<file path="config.mk">
export PLATFORM = sky130hd
export DESIGN_NAME = trace_tx
export DESIGN_NICKNAME = d
export VERILOG_FILES = /design/src/rtl/trace_tx.sv
export SDC_FILE = /design/constraint.sdc
export NUM_CORES = 1
export LEC_CHECK = 0
export CAP_MARGIN = 15
export CORE_ASPECT_RATIO = 0.7
export CORE_MARGIN = 2
export CORE_UTILIZATION = 50
export DETAILED_ROUTE_END_ITERATION = 7
export MAX_ROUTING_LAYER = met4
export PLACE_DENSITY = 0.7
export SLEW_MARGIN = 20
export SYNTH_ARGS = -nofsm -noshare
export SYNTH_HDL_FRONTEND = slang
export SYNTH_SLANG_ARGS = --single-unit
</file>
<file path="constraint.sdc">
create_clock -name clk -period 19.45 [get_ports clk]
set_input_delay 5.835 -clock clk [delete_from_list [all_inputs] [get_ports clk]]
set_output_delay 5.835 -clock clk [all_outputs]
set_load 0.01 [all_outputs]
</file>
<file path="src/rtl/trace_tx.sv">
// Debug trace transmitter: captures {readDataMem, ALUa, ALUb} into a FIFO and
// streams each sample as a 13-byte frame (SYNC + 12 data bytes) on valid/ready.
module trace_tx #(
  parameter int          DEPTH = 8,
  parameter logic [7:0]  SYNC  = 8'hA5
) (
  input  logic                     clk,
  input  logic                     rst,
  input  logic                     cap_en,
  input  logic [31:0]              readDataMem,
  input  logic [31:0]              ALUa,
  input  logic [31:0]              ALUb,
  output logic [7:0]               tx_data,
  output logic                     tx_valid,
  input  logic                     tx_ready,
  output logic                     overflow,
  output logic [$clog2(DEPTH):0]   fifo_count
);

  localparam int         AW       = $clog2(DEPTH);
  localparam int         CW       = AW + 1;
  localparam logic [3:0] LAST_IDX = 4'd12;

  typedef enum logic {IDLE, SEND} state_e;

  logic [95:0]   mem_q [DEPTH];
  logic [AW-1:0] wr_ptr_q, rd_ptr_q;
  logic [CW-1:0] count_q, count_d;
  logic          overflow_q;

  state_e        state_q, state_d;
  logic [3:0]    idx_q, idx_d;
  logic [7:0]    tx_data_q, tx_data_d;
  logic          tx_valid_q, tx_valid_d;

  logic          full, xfer, pop, push;
  logic [95:0]   head;

  // Byte k (1..12) of a sample, MSB-first across the 96-bit word.
  function automatic logic [7:0] frame_byte(input logic [95:0] s, input logic [3:0] k);
    int sh;
    sh = 8 * (12 - int'(k));
    return 8'(s >> sh);
  endfunction

  assign full = (count_q == CW'(DEPTH));
  assign xfer = tx_valid_q & tx_ready;
  assign pop  = (state_q == SEND) & xfer & (idx_q == LAST_IDX);
  // A full FIFO still accepts a sample on the edge its head is popped.
  assign push = cap_en & (~full | pop);
  assign head = mem_q[rd_ptr_q];

  assign count_d = count_q + CW'(push) - CW'(pop);

  // NOTE: sample storage has no reset; occupancy is tracked by the pointers
  // and count, so clearing the array would only cost reset fan-out.
  always_ff @(posedge clk) begin
    if (push) mem_q[wr_ptr_q] <= {readDataMem, ALUa, ALUb};
  end

  // NOTE: all state uses non-blocking assignments so every register samples
  // pre-edge values, independent of process ordering.
  always_ff @(posedge clk or negedge rst) begin
    if (!rst) begin
      wr_ptr_q   <= '0;
      rd_ptr_q   <= '0;
      count_q    <= '0;
      overflow_q <= 1'b0;
      state_q    <= IDLE;
      idx_q      <= '0;
      tx_data_q  <= 8'h00;
      tx_valid_q <= 1'b0;
    end else begin
      if (push) wr_ptr_q <= wr_ptr_q + AW'(1);
      if (pop)  rd_ptr_q <= rd_ptr_q + AW'(1);
      count_q    <= count_d;
      if (cap_en && full && !pop) overflow_q <= 1'b1;
      state_q    <= state_d;
      idx_q      <= idx_d;
      tx_data_q  <= tx_data_d;
      tx_valid_q <= tx_valid_d;
    end
  end

  // NOTE: every output of this block is defaulted first so no path leaves a
  // signal unassigned, which would otherwise infer a latch.
  always_comb begin
    state_d    = state_q;
    idx_d      = idx_q;
    tx_data_d  = tx_data_q;
    tx_valid_d = tx_valid_q;
    case (state_q)
      IDLE: begin
        tx_valid_d = 1'b0;
        if (count_q != '0) begin
          state_d    = SEND;
          idx_d      = '0;
          tx_data_d  = SYNC;
          tx_valid_d = 1'b1;
        end
      end
      SEND: begin
        if (xfer) begin
          if (idx_q == LAST_IDX) begin
            idx_d = '0;
            if (count_d != '0) begin
              tx_data_d = SYNC;
            end else begin
              state_d    = IDLE;
              tx_valid_d = 1'b0;
            end
          end else begin
            idx_d     = idx_q + 4'd1;
            tx_data_d = frame_byte(head, idx_q + 4'd1);
          end
        end
      end
    endcase
  end

  assign tx_data    = tx_data_q;
  assign tx_valid   = tx_valid_q;
  assign overflow   = overflow_q;
  assign fifo_count = count_q;

endmodule

</file>
==> results of run 1 <==
## area by class of cell
class | count | area share
Inverter | 10 | 0.001065
Clock inverter | 38 | 0.01005
Clock buffer | 92 | 0.05749
Antenna cell | 3 | 0.0002131
Multi-Input combinational cell | 527 | 0.1900
Tap cell | 819 | 0.02908
Timing Repair Buffer | 147 | 0.03956
Sequential cell | 793 | 0.6726
## synthesized netlist by cell type (6+ instances only)
| master | n | area, um^2 |
|---|---|---|
| dfrtp_1 | 25 | 625.6 |
| clkbuf_1 | 10 | 37.54 |
| buf_6 | 20 | 225.2 |
| o22ai_1 | 7 | 43.79 |
| a221oi_1 | 8 | 70.07 |
| nor2_1 | 27 | 101.4 |
| nor4_1 | 6 | 37.54 |
| xnor2_1 | 8 | 70.07 |
| nand3_1 | 7 | 35.03 |
| o21ai_1 | 6 | 30.03 |
| nor3_1 | 18 | 90.09 |
| buf_2 | 16 | 80.08 |
| a32oi_1 | 8 | 70.07 |
| nand2b_1 | 9 | 56.30 |
| nand2_1 | 48 | 180.2 |
| nor2b_1 | 6 | 37.54 |
| edfxtp_1 | 768 | 23060 |
| or3_1 | 7 | 43.79 |
| o21ai_0 | 10 | 50.05 |
| a22oi_1 | 15 | 112.6 |
| a21oi_1 | 15 | 75.07 |
| mux4_2 | 189 | 4257 |
| mux2i_1 | 45 | 450.4 |
| inv_1 | 8 | 30.03 |
| buf_4 | 18 | 135.1 |
| ha_1 | 10 | 125.1 |
## power by group
group | internal, W | total, W | switching (W)
clock network | 0.000830 | 0.00143 | 0.000602
logic | 0.000460 | 0.00122 | 0.000764
registers | 0.00215 | 0.00225 | 0.000100
## per-layer routing
layer,part of all wire,up-vias
met4,0.020,0
met2,0.46,675
met1,0.43,7862
met3,0.090,96
met5,0,-
li1,-,6243
## per-stage QoR
stage	setup slack (ps)	utilization	instances
3_5_place_dp	9985	0.5347	2296
5_1_grt	10280	0.5736	2429
4_1_cts	10580	0.5734	2426
2_1_floorplan	3188	-	1403
3_3_place_gp	10070	0.5347	2296
6_report	10520	0.5736	2429
## cells by family (layout without fill, tap and decap cells)
family                     count (synthesis)  count (layout)  synth area share
AOI/OAI and AO/OA                        116             116           0.02813
DFF                                      793             793            0.7641
buffers and inverters                     83             287           0.02180
muxes                                    239             239            0.1537
adders and majority gates                 11              11          0.004682
other                                      0               3                 0
and+or+nand+nor                          150             150           0.02369
xor gates and xnor gates                  11              11          0.003956
## state kept, by name, summed over array words and instances, names as in the netlist
signal / count
tx_data: 8
mem_q: 768
rd_ptr_q: 3
tx_valid: 1
idx_q: 4
wr_ptr_q: 3
overflow: 1
fifo_count: 4
state_q: 1
## worst paths after layout
| kind | from | endpoint | slack [ps] | depth (start not counted) |
|---|---|---|---|---|
| max | tx_ready | tx_data[2]$_DFFE_PN0P_ | 10520 | 14 |
| min | overflow$_DFFE_PN0P_ | overflow$_DFFE_PN0P_ | 520 | 1 |
| max reg2reg | rd_ptr_q[1]$_DFFE_PN0N_ | tx_data[6]$_DFFE_PN0P_ | 15010 | 8 |
| min reg2reg | overflow$_DFFE_PN0P_ | overflow$_DFFE_PN0P_ | 520 | 1 |
| max in group asynchronous | rst | rd_ptr_q[0]$_DFFE_PN0N_ | 13770 | 1 |
| min in group asynchronous | rst | tx_data[6]$_DFFE_PN0P_ | 5230 | 1 |
## critical path: cells and delay by family
kind                       cells  cell delay [ps]
buffers and inverters          3              630
and+or+nand+nor                5             1420
adders and majority gates      2              700
AOI/OAI and AO/OA              4              810
==> Implementation_results.wiki, run 1 <==
{| class="wikitable"
! Metric !! Value
|-
| Layout Nets || 1664
|-
| Netlist Area Pre-Place || 31000 um^2
|-
| Cts bufs inserted || 74
|-
| Share of flip-flops with an asynchronous set or reset after synthesis || 0.03153
|-
| Number of antenna violations at the first check in global routing || 4
|-
| Setup Total Neg Slack || 0 ps
|-
| Io pins || 114
|-
| Share of synthesized area occupied by flip-flops and latches || 0.7641
|-
| Arrival time at the worst endpoint || 9410 ps
|-
| Largest net degree at the start of global routing || 87
|-
| Critical-path top delay cell || nor4_1
|-
| Number of synthesized register bits || 793
|-
| Synthesized area divided by synthesized cell count || 22.10 um^2
|-
| Maximum single-stage delay on the critical path || 550 ps
|-
| Static Leak || 10.86 nW
|-
| Half-perimeter wire length of the detailed placement result || 38500 um
|-
| Post-synth net total || 1514
|-
| Cts-stage hold buffer count || 0
|-
| Cells after synthesis || 1403
|-
| # port buffers || 113
|-
| Maximum count of clock buffers along a single path || 3
|-
| Clk Latency, worst-skew pair || 610 ps
|-
| Footprint of the multi-input gates || 6694 um^2
|-
| Largest driver fanout on the critical path || 7
|-
| Worst setup SP type || input port
|-
| Most frequent cells in the layout || 768 x edfxtp_1, 189 x mux4_2, 112 x clkdlybuf4s50_1, 79 x clkbuf_16, 48 x nand2_1
|-
| All-layer global routing usage || 0.2238
|-
| Post-cts sizing count || 0
|-
| TritonCTS clock tree || yes
|-
| H-tree levels || 3
|-
| EDFF count, synth || 768
|-
| Max VDD drop || 0.0001069 V
|-
| Share of cells above drive strength 1 || 0.2166
|-
| Worst setup skew after layout || 21.61 ps
|-
| Number of buffers added for setup after CTS || 0
|-
| Final count of hold timing violations || 0
|-
| RD Place Congestion || 0.8527
|-
| Drt via density || 6.124
|-
| DRT antenna net count || 0
|-
| Final Critical Period || 8932 ps
|-
| Worst min-delay path class || register to register
|-
| Clock transition time at the flip-flop clock pins of the worst setup and hold paths || 60 ps
|-
| Critical path class || input port to register
|-
| Total Power || 0.004904 W
|-
| Overflow left after global routing || 0
|-
| Required time of the critical path || 19930 ps
|-
| Max_slew headroom || 0.3083
|-
| Pwr per Cell Area || 139.2 nW/um^2
|-
| Most common cell after layout, fill and taps aside || edfxtp_1
|-
| Worst path cell trace || clkdlybuf4s50_1 > and3_1 > nand2b_1 > nand3_1 > nand2_1 > o21ai_0 > ha_1 > inv_1 > fa_1 > inv_1 > nor4_1 > a31oi_1 > o2bb2ai_1 > a31oi_1
|-
| Share of the clock period used by the worst path after layout || 0.4592
|-
| Total detailed-routing wirelength || 67680 um
|-
| Most Crowded Layer GR || met1
|-
| Number of rows in the core area || 76
|-
| Via count of the first global-routing pass || 15202
|-
| Die Footprint || 64040 um^2
|-
| Die Ht || 212.3 um
|-
| Number of iterations in the first detailed-routing pass || 7
|-
| Avg WL per Cell || 27.86 um
|-
| Wire length of the first global-routing pass || 100500 um
|-
| Number of max-slew violations in the final report || 0
|-
| Most common flop cell mapped by yosys || edfxtp_1
|-
| GRT met1 Usage || 0.3265
|-
| Layout Cell Area excl Fill || 35240 um^2
|-
| Width of the die || 301.6 um
|-
| Number of design-rule violations left by the first detailed-router iteration || 1680
|-
| Seq. cell area || 23700 um^2
|-
| Vias || 14876
|-
| GR met2 Demand/Resource || 0.3231
|-
| Slew @ Worst Pin || 1038 ps
|-
| # DRC || 0
|-
| Fillers || 4486
|-
| Met3 Track Usage GR || 0.05303
|-
| Setup violations, final || 0
|-
| Post-Place Cell Area || 32850 um^2
|-
| Type of element capturing the critical path || register
|-
| Effective utilization at floorplan || 0.5047
|-
| Fmax achieved || 112.0 MHz
|-
| Core Region || 61430 um^2
|-
| Number of max-cap violations || 0
|-
| Clock Tree Root || clkbuf_16
|-
| Result of the run || complete, no violations
|-
| Synth-to-Final Area Change || 13.66%
|-
| Worst hold slack after final layout || 516.5 ps
|-
| Number of library cell types mapped by synthesis || 68
|-
| Yosys synthesis warning count || 0
|-
| Setup repair after global routing missed its margin || no
|-
| Num Clock Sinks || 793
|}
Note: power is estimated with default switching activity, not from simulation.
==> inputs of run 2 (changes only) <==
==> constraint.sdc (replaced) <==
create_clock -name clk -period 9 [get_ports clk]
set_input_delay 2.7 -clock clk [delete_from_list [all_inputs] [get_ports clk]]
set_output_delay 2.7 -clock clk [all_outputs]
set_load 0.01 [all_outputs]
==> run 2 against run 1 <==
Net effect:
- hold slack lost 5.1 ps
- first-iteration DRC count grew 3.8%
- non-clock buffer count down 3
- clock-buffer cell count shrank 6
- flip-flop and latch count is the same
- largest power group unchanged
==> Implementation_results.wiki, run 2 (synthesis gave the netlist of run 1 again) <==
{| class="wikitable"
! Metric !! Value
|-
| Result of the run || complete, no violations
|-
| Required time of the critical path || 9490 ps (-10440 ps)
|-
| All-layer global routing usage || 0.2211 (-0.002625)
|-
| Overflow left after global routing || 0 (unchanged)
|-
| Critical-path top delay cell || nor4_1
|-
| Cell family contributing the most delay on the critical path || simple AND/OR/NAND/NOR gates
|-
| Cts bufs inserted || 73 (-1.4%)
|-
| Die Footprint || 64040 um^2 (unchanged)
|-
| Setup violations, final || 0 (unchanged)
|-
| Number of rows in the core area || 76 (unchanged)
|-
| Number of design-rule violations left by the first detailed-router iteration || 1744 (+3.8%)
|-
| Drt via density || 6.079 (-0.73%)
|-
| DRT antenna net count || 0 (unchanged)
|-
| TritonCTS clock tree || yes
|-
| # DRC || 0 (unchanged)
|-
| Max VDD drop || 0.0001799 V (+68%)
|-
| Critical path class || input port to register
|-
| Most common cell after layout, fill and taps aside || edfxtp_1
|-
| Avg WL per Cell || 27.56 um (-1.1%)
|-
| Static Leak || 10.75 nW (-1.0%)
|-
| Final Critical Period || 6021 ps
|-
| Width of the die || 301.6 um (unchanged)
|-
| Io pins || 114 (unchanged)
|-
| Number of antenna violations at the first check in global routing || 4 (unchanged)
|-
| Top reg by flops || mem_q
|-
| Final count of hold timing violations || 0 (unchanged)
|-
| Num Clock Sinks || 793 (unchanged)
|-
| Maximum count of clock buffers along a single path || 3 (unchanged)
|-
| Total detailed-routing wirelength || 66900 um (-1.1%)
|-
| Slew @ Worst Pin || 1040 ps (+2.338 ps)
|-
| Cell count of the worst hold path || 2 (+1)
|-
| Largest net degree at the start of global routing || 104 (+20%)
|-
| Vias || 14761 (-0.77%)
|-
| Share of the clock period used by the worst path after layout || 0.6690
|-
| Utilization after layout || 0.5710 (-0.002628)
|-
| Half-perimeter wire length of the detailed placement result || 37930 um (-1.5%)
|-
| Die Ht || 212.3 um (unchanged)
|-
| Maximum single-stage delay on the critical path || 830 ps (+280 ps)
|-
| Worst setup SP type || input port
|-
| Worst min-delay path class || register to register
|-
| Number of max-slew violations in the final report || 0 (unchanged)
|-
| Fmax achieved || 166.1 MHz
|-
| Flip-flop count of the largest register, all copies and words added || 768 (unchanged)
|-
| Number of iterations in the first detailed-routing pass || 5 (-2)
|-
| Clk Latency, worst-skew pair || 630 ps (+20 ps)
|-
| Core Region || 61430 um^2 (unchanged)
|-
| Post-cts sizing count || 0 (unchanged)
|-
| Setup repair after global routing missed its margin || no
|-
| Layout Nets || 1660 (-0.24%)
|-
| RD Place Congestion || 0.8201 (-3.8%)
|-
| Pwr per Cell Area || 294.4 nW/um^2 (+110%)
|-
| Clock Tree Root || clkbuf_16
|-
| Clock transition time at the flip-flop clock pins of the worst setup and hold paths || 60 ps (about the same)
|-
| Instance count after placement with tap cells included || 2293 (-0.13%)
|-
| Largest driver fanout on the critical path || 7 (unchanged)
|-
| Synth-to-Final Area Change || 13.14%
|-
| Number of buffers added for setup after CTS || 0 (unchanged)
|-
| Cts-stage hold buffer count || 0 (unchanged)
|-
| FF-to-FF path depth || 16 (+8)
|-
| Number of max-cap violations || 0 (unchanged)
|-
| Wire length of the first global-routing pass || 99440 um (-1.0%)
|-
| H-tree levels || 3 (unchanged)
|-
| # port buffers || 113 (unchanged)
|-
| Share of cells above drive strength 1 || 0.2120 (-0.004583)
|-
| Via count of the first global-routing pass || 15153 (-0.32%)
|-
| Count of buffer and inverter cells on the critical path || 3 (unchanged)
|-
| Effective utilization at floorplan || 0.5047 (unchanged)
|-
| Stages on worst setup path || 14 (unchanged)
|-
| Arrival time at the worst endpoint || 6510 ps (-2900 ps)
|-
| Post-layout instance count excluding filler cells || 2428 (-0.041%)
|-
| Max_slew headroom || 0.3067 (-0.001559)
|-
| Most frequent cells in the layout || 768 x edfxtp_1, 189 x mux4_2, 112 x clkdlybuf4s50_1, 75 x clkbuf_16, 48 x nand2_1
|-
| Worst setup skew after layout || 22.20 ps (+0.5840 ps)
|-
| Type of element capturing the critical path || register
|-
| Worst path cell trace || clkdlybuf4s50_1 > and3_1 > nand2b_1 > nand3_1 > nand2_1 > o21ai_0 > ha_1 > inv_1 > fa_1 > inv_1 > nor4_1 > a31oi_1 > o2bb2ai_1 > a31oi_1
|}
==> run 2: final cells by class <==
class                      count  area (um^2)
antenna                        5        12.51
clock buffer                  86         1918
fill                        4393        26350
clock inverter                44        272.8
inverter                      10        37.54
timing repair buffer         144         1409
tap                          819         1025
sequential                   793        23700
multi-input combinational    527         6701
==> run 2: layer usage <==
metal / track usage / vias up / wire [um]
met5: - / - / 0
met1: 0.3164 / 7762 / 28440
met4: 0.05753 / 0 / 1200
met3: 0.05702 / 82 / 6330
li1: - / 6229 / -
met2: 0.3204 / 688 / 30940
==> run 2: metrics by stage <==
step	instance area (um^2)	total power [W]	setup slack [ps]	hold slack [ps]	TNS, ps
after floorplan	31010	0.006633	-1552	503.2	-453060
final	35070	0.01033	2979	511.5	0
after global placement	32880	0.007466	2595	495.9	0
after detailed placement	32870	0.007538	2494	494.8	0
after global routing	35070	0.01074	2799	531.7	0
after CTS	35060	0.01039	3127	510.5	0
==> run 2: worst paths after layout <==
path | startpoint | to | slack (ps)
max reg2reg | idx_q[0]$_DFFE_PN0P_ | tx_data[2]$_DFFE_PN0P_ | 4340
min reg2reg | tx_data[6]$_DFFE_PN0P_ | tx_data[6]$_DFFE_PN0P_ | 510
min | tx_data[6]$_DFFE_PN0P_ | tx_data[6]$_DFFE_PN0P_ | 510
max in group asynchronous | rst | rd_ptr_q[2]$_DFFE_PN0N_ | 6480
max | tx_ready | tx_data[2]$_DFFE_PN0P_ | 2980
min in group asynchronous | rst | fifo_count[0]$_DFF_PN0_ | 2090
==> run 2: worst min-delay path, stage by stage, from the launching register on <==
cell	delay, ps
dfrtp_1	350
a32oi_1	60
o21ai_1	60
==> run 2: power by group <==
group          switching, W  internal (W)  total, W
clock network       0.00130       0.00156   0.00287
registers          0.000205       0.00464   0.00484
logic               0.00161       0.00100   0.00262
total               0.00312       0.00720    0.0103
==> inputs of run 3 (changes only) <==
==> constraint.sdc (replaced) <==
create_clock -name clk -period 6.2 [get_ports clk]
set_input_delay 1.86 -clock clk [delete_from_list [all_inputs] [get_ports clk]]
set_output_delay 1.86 -clock clk [all_outputs]
set_load 0.01 [all_outputs]
==> run 3 against run 2 <==
Net effect:
- sequential share of layout area down 0.57 points
- clock-buffer cell count up 10
- hold slack worse by 17 ps
- clock power up 49%
- total power is 47% higher
- combinational power rose by 48%
- critical path type unchanged
- register-to-register slack got worse by 2300 ps
- die area unchanged
- final area increased by 0.86%
- highest routed layer unchanged
- worst setup slack worse by 1800 ps
- non-clock buffer count rose by 15
- flip-flop and latch count stayed put
==> Implementation_results.wiki, run 3 (synthesis gave the netlist of run 1 again) <==
{| class="wikitable"
! Metric !! Value
|-
| Fmax achieved || 198.9 MHz
|-
| Core Region || 61430 um^2 (unchanged)
|-
| TritonCTS clock tree || yes
|-
| All-layer global routing usage || 0.2227 (+0.001575)
|-
| Via count of the first global-routing pass || 14961 (-1.3%)
|-
| Arrival time at the worst endpoint || 5520 ps (-990 ps)
|-
| Width of the die || 301.6 um (unchanged)
|-
| RD Place Congestion || 0.8453 (+3.1%)
|-
| Cts bufs inserted || 72 (-1.4%)
|-
| Number of rows in the core area || 76 (unchanged)
|-
| Pwr per Cell Area || 428.8 nW/um^2 (+46%)
|-
| Number of design-rule violations left by the first detailed-router iteration || 1509 (-13%)
|-
| Worst path cell trace || clkdlybuf4s50_1 > and3_1 > nand2b_1 > nand3_1 > nand2_1 > o21ai_0 > ha_1 > inv_1 > fa_1 > inv_1 > nor4_1 > a31oi_1 > o2bb2ai_1 > a31oi_1
|-
| Critical path class || input port to register
|-
| Drt via density || 6.088 (+0.14%)
|-
| Metal2 WL || 30550 um (-1.2%)
|-
| Worst setup SP type || input port
|-
| Share of the clock period used by the worst path after layout || 0.8108
|-
| Top reg by flops || mem_q
|-
| Post-layout instance count excluding filler cells || 2442 (+0.58%)
|-
| Flip-flop count of the largest register, all copies and words added || 768 (unchanged)
|-
| Vias || 14867 (+0.72%)
|-
| Number of antenna violations at the first check in global routing || 3 (-1)
|-
| Maximum count of clock buffers along a single path || 3 (unchanged)
|-
| Most frequent cells in the layout || 768 x edfxtp_1, 189 x mux4_2, 113 x clkdlybuf4s50_1, 73 x clkbuf_16, 48 x nand2_1
|-
| Clock Tree Root || clkbuf_16
|-
| Slew @ Worst Pin || 1051 ps (+10.69 ps)
|-
| # port buffers || 113 (unchanged)
|-
| Number of max-cap violations || 0 (unchanged)
|-
| Setup violations, final || 0 (unchanged)
|-
| Required time of the critical path || 6690 ps (-2800 ps)
|-
| Total Power || 0.01517 W (+47%)
|-
| Footprint of the multi-input gates || 6720 um^2 (+0.28%)
|-
| Seq. cell area || 23700 um^2 (unchanged)
|-
| Largest driver fanout on the critical path || 7 (unchanged)
|-
| Number of iterations in the first detailed-routing pass || 5 (unchanged)
|-
| Io pins || 114 (unchanged)
|-
| Max_slew headroom || 0.2970 (-0.009712)
|-
| Number of max-slew violations in the final report || 0 (unchanged)
|-
| H-tree levels || 3 (unchanged)
|-
| Instance count after placement with tap cells included || 2308 (+0.65%)
|-
| Post-cts sizing count || 0 (unchanged)
|-
| Count of buffer and inverter cells on the critical path || 3 (unchanged)
|-
| Num Clock Sinks || 793 (unchanged)
|-
| DRT antenna net count || 0 (unchanged)
|-
| Layout Nets || 1674 (+0.84%)
|-
| Clock transition time at the flip-flop clock pins of the worst setup and hold paths || 60 ps (about the same)
|-
| Setup repair after global routing missed its margin || no
|-
| Number of buffers added for setup after CTS || 0 (unchanged)
|-
| Effective utilization at floorplan || 0.5047 (unchanged)
|-
| Critical-path top delay cell || clkdlybuf4s50_1
|-
| Total detailed-routing wirelength || 67290 um (+0.58%)
|-
| Result of the run || complete, no violations
|-
| Type of element capturing the critical path || register
|-
| Largest net degree at the start of global routing || 97 (-6.7%)
|-
| Worst min-delay path class || register to register
|-
| Layout Cell Area excl Fill || 35380 um^2 (+0.86%)
|-
| Post-Place Cell Area || 33130 um^2 (+0.80%)
|-
| Synth-to-Final Area Change || 14.11%
|-
| Max VDD drop || 0.0003059 V (+70%)
|-
| Crit path from || tx_ready
|-
| Wire length of the first global-routing pass || 100100 um (+0.69%)
|-
| Worst hold slack after final layout || 494.8 ps (-16.60 ps)
|-
| Overflow left after global routing || 0 (unchanged)
|-
| Worst setup skew after layout || 20.17 ps (-2.025 ps)
|-
| Fillers || 4466 (+1.7%)
|-
| Cts-stage hold buffer count || 0 (unchanged)
|-
| Static Leak || 10.90 nW (+1.4%)
|-
| Top layer in use || met4
|-
| Die Ht || 212.3 um (unchanged)
|-
| Clk Latency, worst-skew pair || 620 ps (about the same)
|-
| Final Critical Period || 5027 ps
|-
| Avg WL per Cell || 27.56 um (about the same)
|-
| Share of cells above drive strength 1 || 0.2215 (+0.009498)
|-
| Final count of hold timing violations || 0 (unchanged)
|-
| Half-perimeter wire length of the detailed placement result || 39520 um (+4.2%)
|-
| # DRC || 0 (unchanged)
|-
| Startpoint of the most critical register-to-register path || idx_q[0]$_DFFE_PN0P_
|-
| Routed length on met1 || 29650 um (+4.3%)
|-
| Cell family contributing the most delay on the critical path || simple AND/OR/NAND/NOR gates
|-
| Hold_sp || overflow$_DFFE_PN0P_
|-
| Most common cell after layout, fill and taps aside || edfxtp_1
|-
| Maximum single-stage delay on the critical path || 520 ps (-310 ps)
|-
| Die Footprint || 64040 um^2 (unchanged)
|-
| Met3 WL || 5851 um (-7.6%)
|}
run 3: layout make-up:
type | instances | area share
clock inverters | 36 | 0.008312
multi-input cells | 527 | 0.1900
flip-flops and latches | 793 | 0.6699
diodes | 2 | 0.0001415
well taps | 819 | 0.02897
repair buffers | 159 | 0.04669
inverters | 10 | 0.001061
clock buffers | 96 | 0.05493
run 3: worst paths after layout:
check / depth (start not counted) / endpoint / slack [ps]
max: 14 / tx_data[2]$_DFFE_PN0P_ / 1170
min: 1 / overflow$_DFFE_PN0P_ / 490
max reg2reg: 15 / tx_data[2]$_DFFE_PN0P_ / 2050
min reg2reg: 1 / overflow$_DFFE_PN0P_ / 490
max in group asynchronous: 2 / rd_ptr_q[0]$_DFFE_PN0N_ / 4250
min in group asynchronous: 2 / wr_ptr_q[1]$_DFFE_PN0P_ / 1640
run 3: per-stage QoR:
| stage | utilization | setup TNS [ps] | worst slack (ps) |
|---|---|---|---|
| 5_1_grt | 0.5759 | 0 | 864.1 |
| 3_5_place_dp | 0.5394 | 0 | 653.2 |
| 3_3_place_gp | 0.5394 | 0 | 746.4 |
| 2_1_floorplan | - | -490560 | -944.4 |
| 4_1_cts | 0.5758 | 0 | 1279 |
| 6_report | 0.5759 | 0 | 1173 |
run 3: worst reg2reg max path: cells and delay by family, from the launching register on:
kind	cells	cell delay, ps
buffers and inverters	3	360
and+or+nand+nor	5	1510
adders and majority gates	3	930
DFF	1	380
AOI/OAI and AO/OA	4	880
run 3: power breakdown:
| group | leakage, nW | total, W | switching (W) | internal [W] |
|---|---|---|---|---|
| clock network | 1.10 | 0.00427 | 0.00188 | 0.00238 |
| logic | 2.54 | 0.00387 | 0.00235 | 0.00152 |
| registers | 7.26 | 0.00703 | 0.000304 | 0.00672 |
| total | 10.9 | 0.0152 | 0.00454 | 0.0106 |
run 3: metal layers:
metal	vias up	GRT usage
met3	100	0.05089
met4	0	0.05002
met1	7840	0.3360
li1	6262	-
met2	665	0.3126
met5	-	-
==> edit (settings of run 2) <==
Compare `idx_q` against `LAST_IDX` with >= in place of ==.
--- a/src/rtl/trace_tx.sv
+++ b/src/rtl/trace_tx.sv
@@ -45,7 +45,7 @@
 
   assign full = (count_q == CW'(DEPTH));
   assign xfer = tx_valid_q & tx_ready;
-  assign pop  = (state_q == SEND) & xfer & (idx_q == LAST_IDX);
+  assign pop  = (state_q == SEND) & xfer & (idx_q >= LAST_IDX);
   // A full FIFO still accepts a sample on the edge its head is popped.
   assign push = cap_en & (~full | pop);
   assign head = mem_q[rd_ptr_q];
Formal check against the unedited RTL: no difference found for any inputs over 4 cycles, from zero or initial values and one cycle with rst low; that may be too few to reach the edited logic, so the function may still have changed.
==> edit against run 2 <==
  * Sequential cell count unchanged
  * Clock skew increased by 2.4 ps
  * Final cell count grew 5.1%
  * Final area rose by 0.97%
  * Synthesized area up 0.96%
  * Critical path depth is 1 lower
  * Power up 7.5%
  * First-iteration DRC count rose by 16%
  * Wire length up 5.9%
  * Worst setup slack improved by 160 ps
  * Non-clock buffer count grew 3
  * Clock power up 5%
  * Highest routed layer unchanged
==> edit: results (changes against run 2) <==
{
  "clock_insertion_delay_worst_skew": {"value": 610, "unit": "ps", "change": "-20 ps"},
  "cts_max_path_buffers": {"value": 3, "change": "unchanged"},
  "peak_vdd_ir": {"value": 0.235, "unit": "mV", "change": "+30%"},
  "worst_ep_arrival_time": {"value": 6400, "unit": "ps", "change": "-110 ps"},
  "wl": {"value": 70800, "unit": "um", "change": "+5.9%"},
  "dr.first_iter.drc_count": {"value": 2024, "change": "+16%"},
  "grtUsageTotal": {"value": 23.1, "unit": "%", "change": "+0.95 points"},
  "worst_clock_skew": {"value": 24.6, "unit": "ps", "change": "+2.44 ps"},
  "synth-warning-count": {"value": 0, "change": "unchanged"},
  "synth-seq-area-share": {"value": 75.7, "unit": "%", "change": "-0.72 points"},
  "worst_path_dominant_cell_family": "compound AO/OA/AOI/OAI gates",
  "outcome": "finished, final reports clean",
  "placed_area": {"value": 33100, "unit": "sq um", "change": "+0.79%"},
  "global_route_wire_length_before_repair": {"value": 105000, "unit": "um", "change": "+5.2%"},
  "dpl.hpwl": {"value": 41200, "unit": "um", "change": "+8.7%"},
  "final_nets": {"value": 1789, "change": "+7.8%"},
  "largest_net_degree_at_the_start_of_global_routing": {"value": 125, "change": "+20%"},
  "yosys.cell_types.count": {"value": 67, "change": "-1.5%"},
  "synth_area_leaders": "sky130_fd_sc_hd__edfxtp_1 74%, sky130_fd_sc_hd__mux4_2 8.4%, sky130_fd_sc_hd__mux2i_1 4.8%",
  "tightestPinTransition": {"value": 1140, "unit": "ps", "change": "+103 ps"},
  "grt_pass1_vias": {"value": 15500, "change": "+2.5%"},
  "vias_per_cell": {"value": 6.12, "change": "+0.74%"},
  "cts_buffers": {"value": 74, "change": "+1.4%"},
  "largest-register": "mem_q",
  "place_ws": {"value": 2650, "unit": "ps", "change": "+154 ps"},
  "place_congestion": {"value": 0.853, "change": "+4.0%"},
  "crit_fanout": {"value": 10, "change": "+3"},
  "grt_antenna_before_repair": {"value": 1, "change": "-3"},
  "critical-path-slowest-cell": "sky130_fd_sc_hd__a31oi_1",
  "dr.pass1.iters": {"value": 6, "change": "+1"},
  "worst_path_largest_cell_delay": {"value": 830, "unit": "ps", "change": "about the same"},
  "p_leak": {"value": 11.1, "unit": "nW", "change": "+3.1%"},
  "post_synth_most_frequent_cells": "768 x sky130_fd_sc_hd__edfxtp_1, 150 x sky130_fd_sc_hd__mux2i_1, 117 x sky130_fd_sc_hd__mux4_2, 44 x sky130_fd_sc_hd__a22oi_1, 44 x sky130_fd_sc_hd__nand2_1",
  "layout-drive-gt1-share": {"value": 16.0, "unit": "%", "change": "-5.2 points"},
  "net_count_after_synthesis": {"value": 1645, "change": "+8.7%"}
}
edit: logic make-up after synthesis:
family	synth area share, %
AO/OA/AOI/OAI	4.23
XOR/XNOR	0.196
adder cells (fa/ha/maj)	0.464
buffers and inverters	2.49
flip-flops	75.7
multiplexers	14.5
AND/OR/NAND/NOR	2.43
edit: where the power goes:
part	internal, mW	total, mW	switching [mW]
Combinational	1.20	3.21	2.01
Sequential	4.66	4.89	0.236
Clock	1.71	3.00	1.29
edit: per-layer routing:
layer | wire length [um] | vias up | track usage [%]
met1 | 31100 | 8163 | 33.9
met4 | 1110 | 0 | 5.08
met5 | 0 | - | -
met3 | 6400 | 81 | 5.01
met2 | 32200 | 721 | 33.5
li1 | - | 6665 | -
edit: per-stage QoR:
step	std cells	hold WS, ps
4_1_cts	2551	532
3_5_place_dp	2421	518
2_1_floorplan	1534	487
3_3_place_gp	2421	510
5_1_grt	2552	554
6_report	2552	536
edit: path summary, 6_finish.rpt:
path                           from  slack (ps)  cells after the start     endpoint
setup / recovery           tx_ready        3140                     13   tx_data[7]
hold / removal             overflow         540                      1     overflow
setup reg to reg           idx_q[0]        4900                      9   tx_data[1]
hold reg to reg            overflow         540                      1     overflow
max in group asynchronous       rst        6430                      1  rd_ptr_q[1]
min in group asynchronous       rst        2100                      1  wr_ptr_q[2]
edit: cell type report:
cell class	instances	area (sq um)
multi-input combinational	645	6900
inverter	17	63.8
fill	4502	26300
timing repair buffer	147	1440
antenna	1	2.50
clock inverter	35	330
clock buffer	95	1950
sequential	793	23700
tap	819	1020
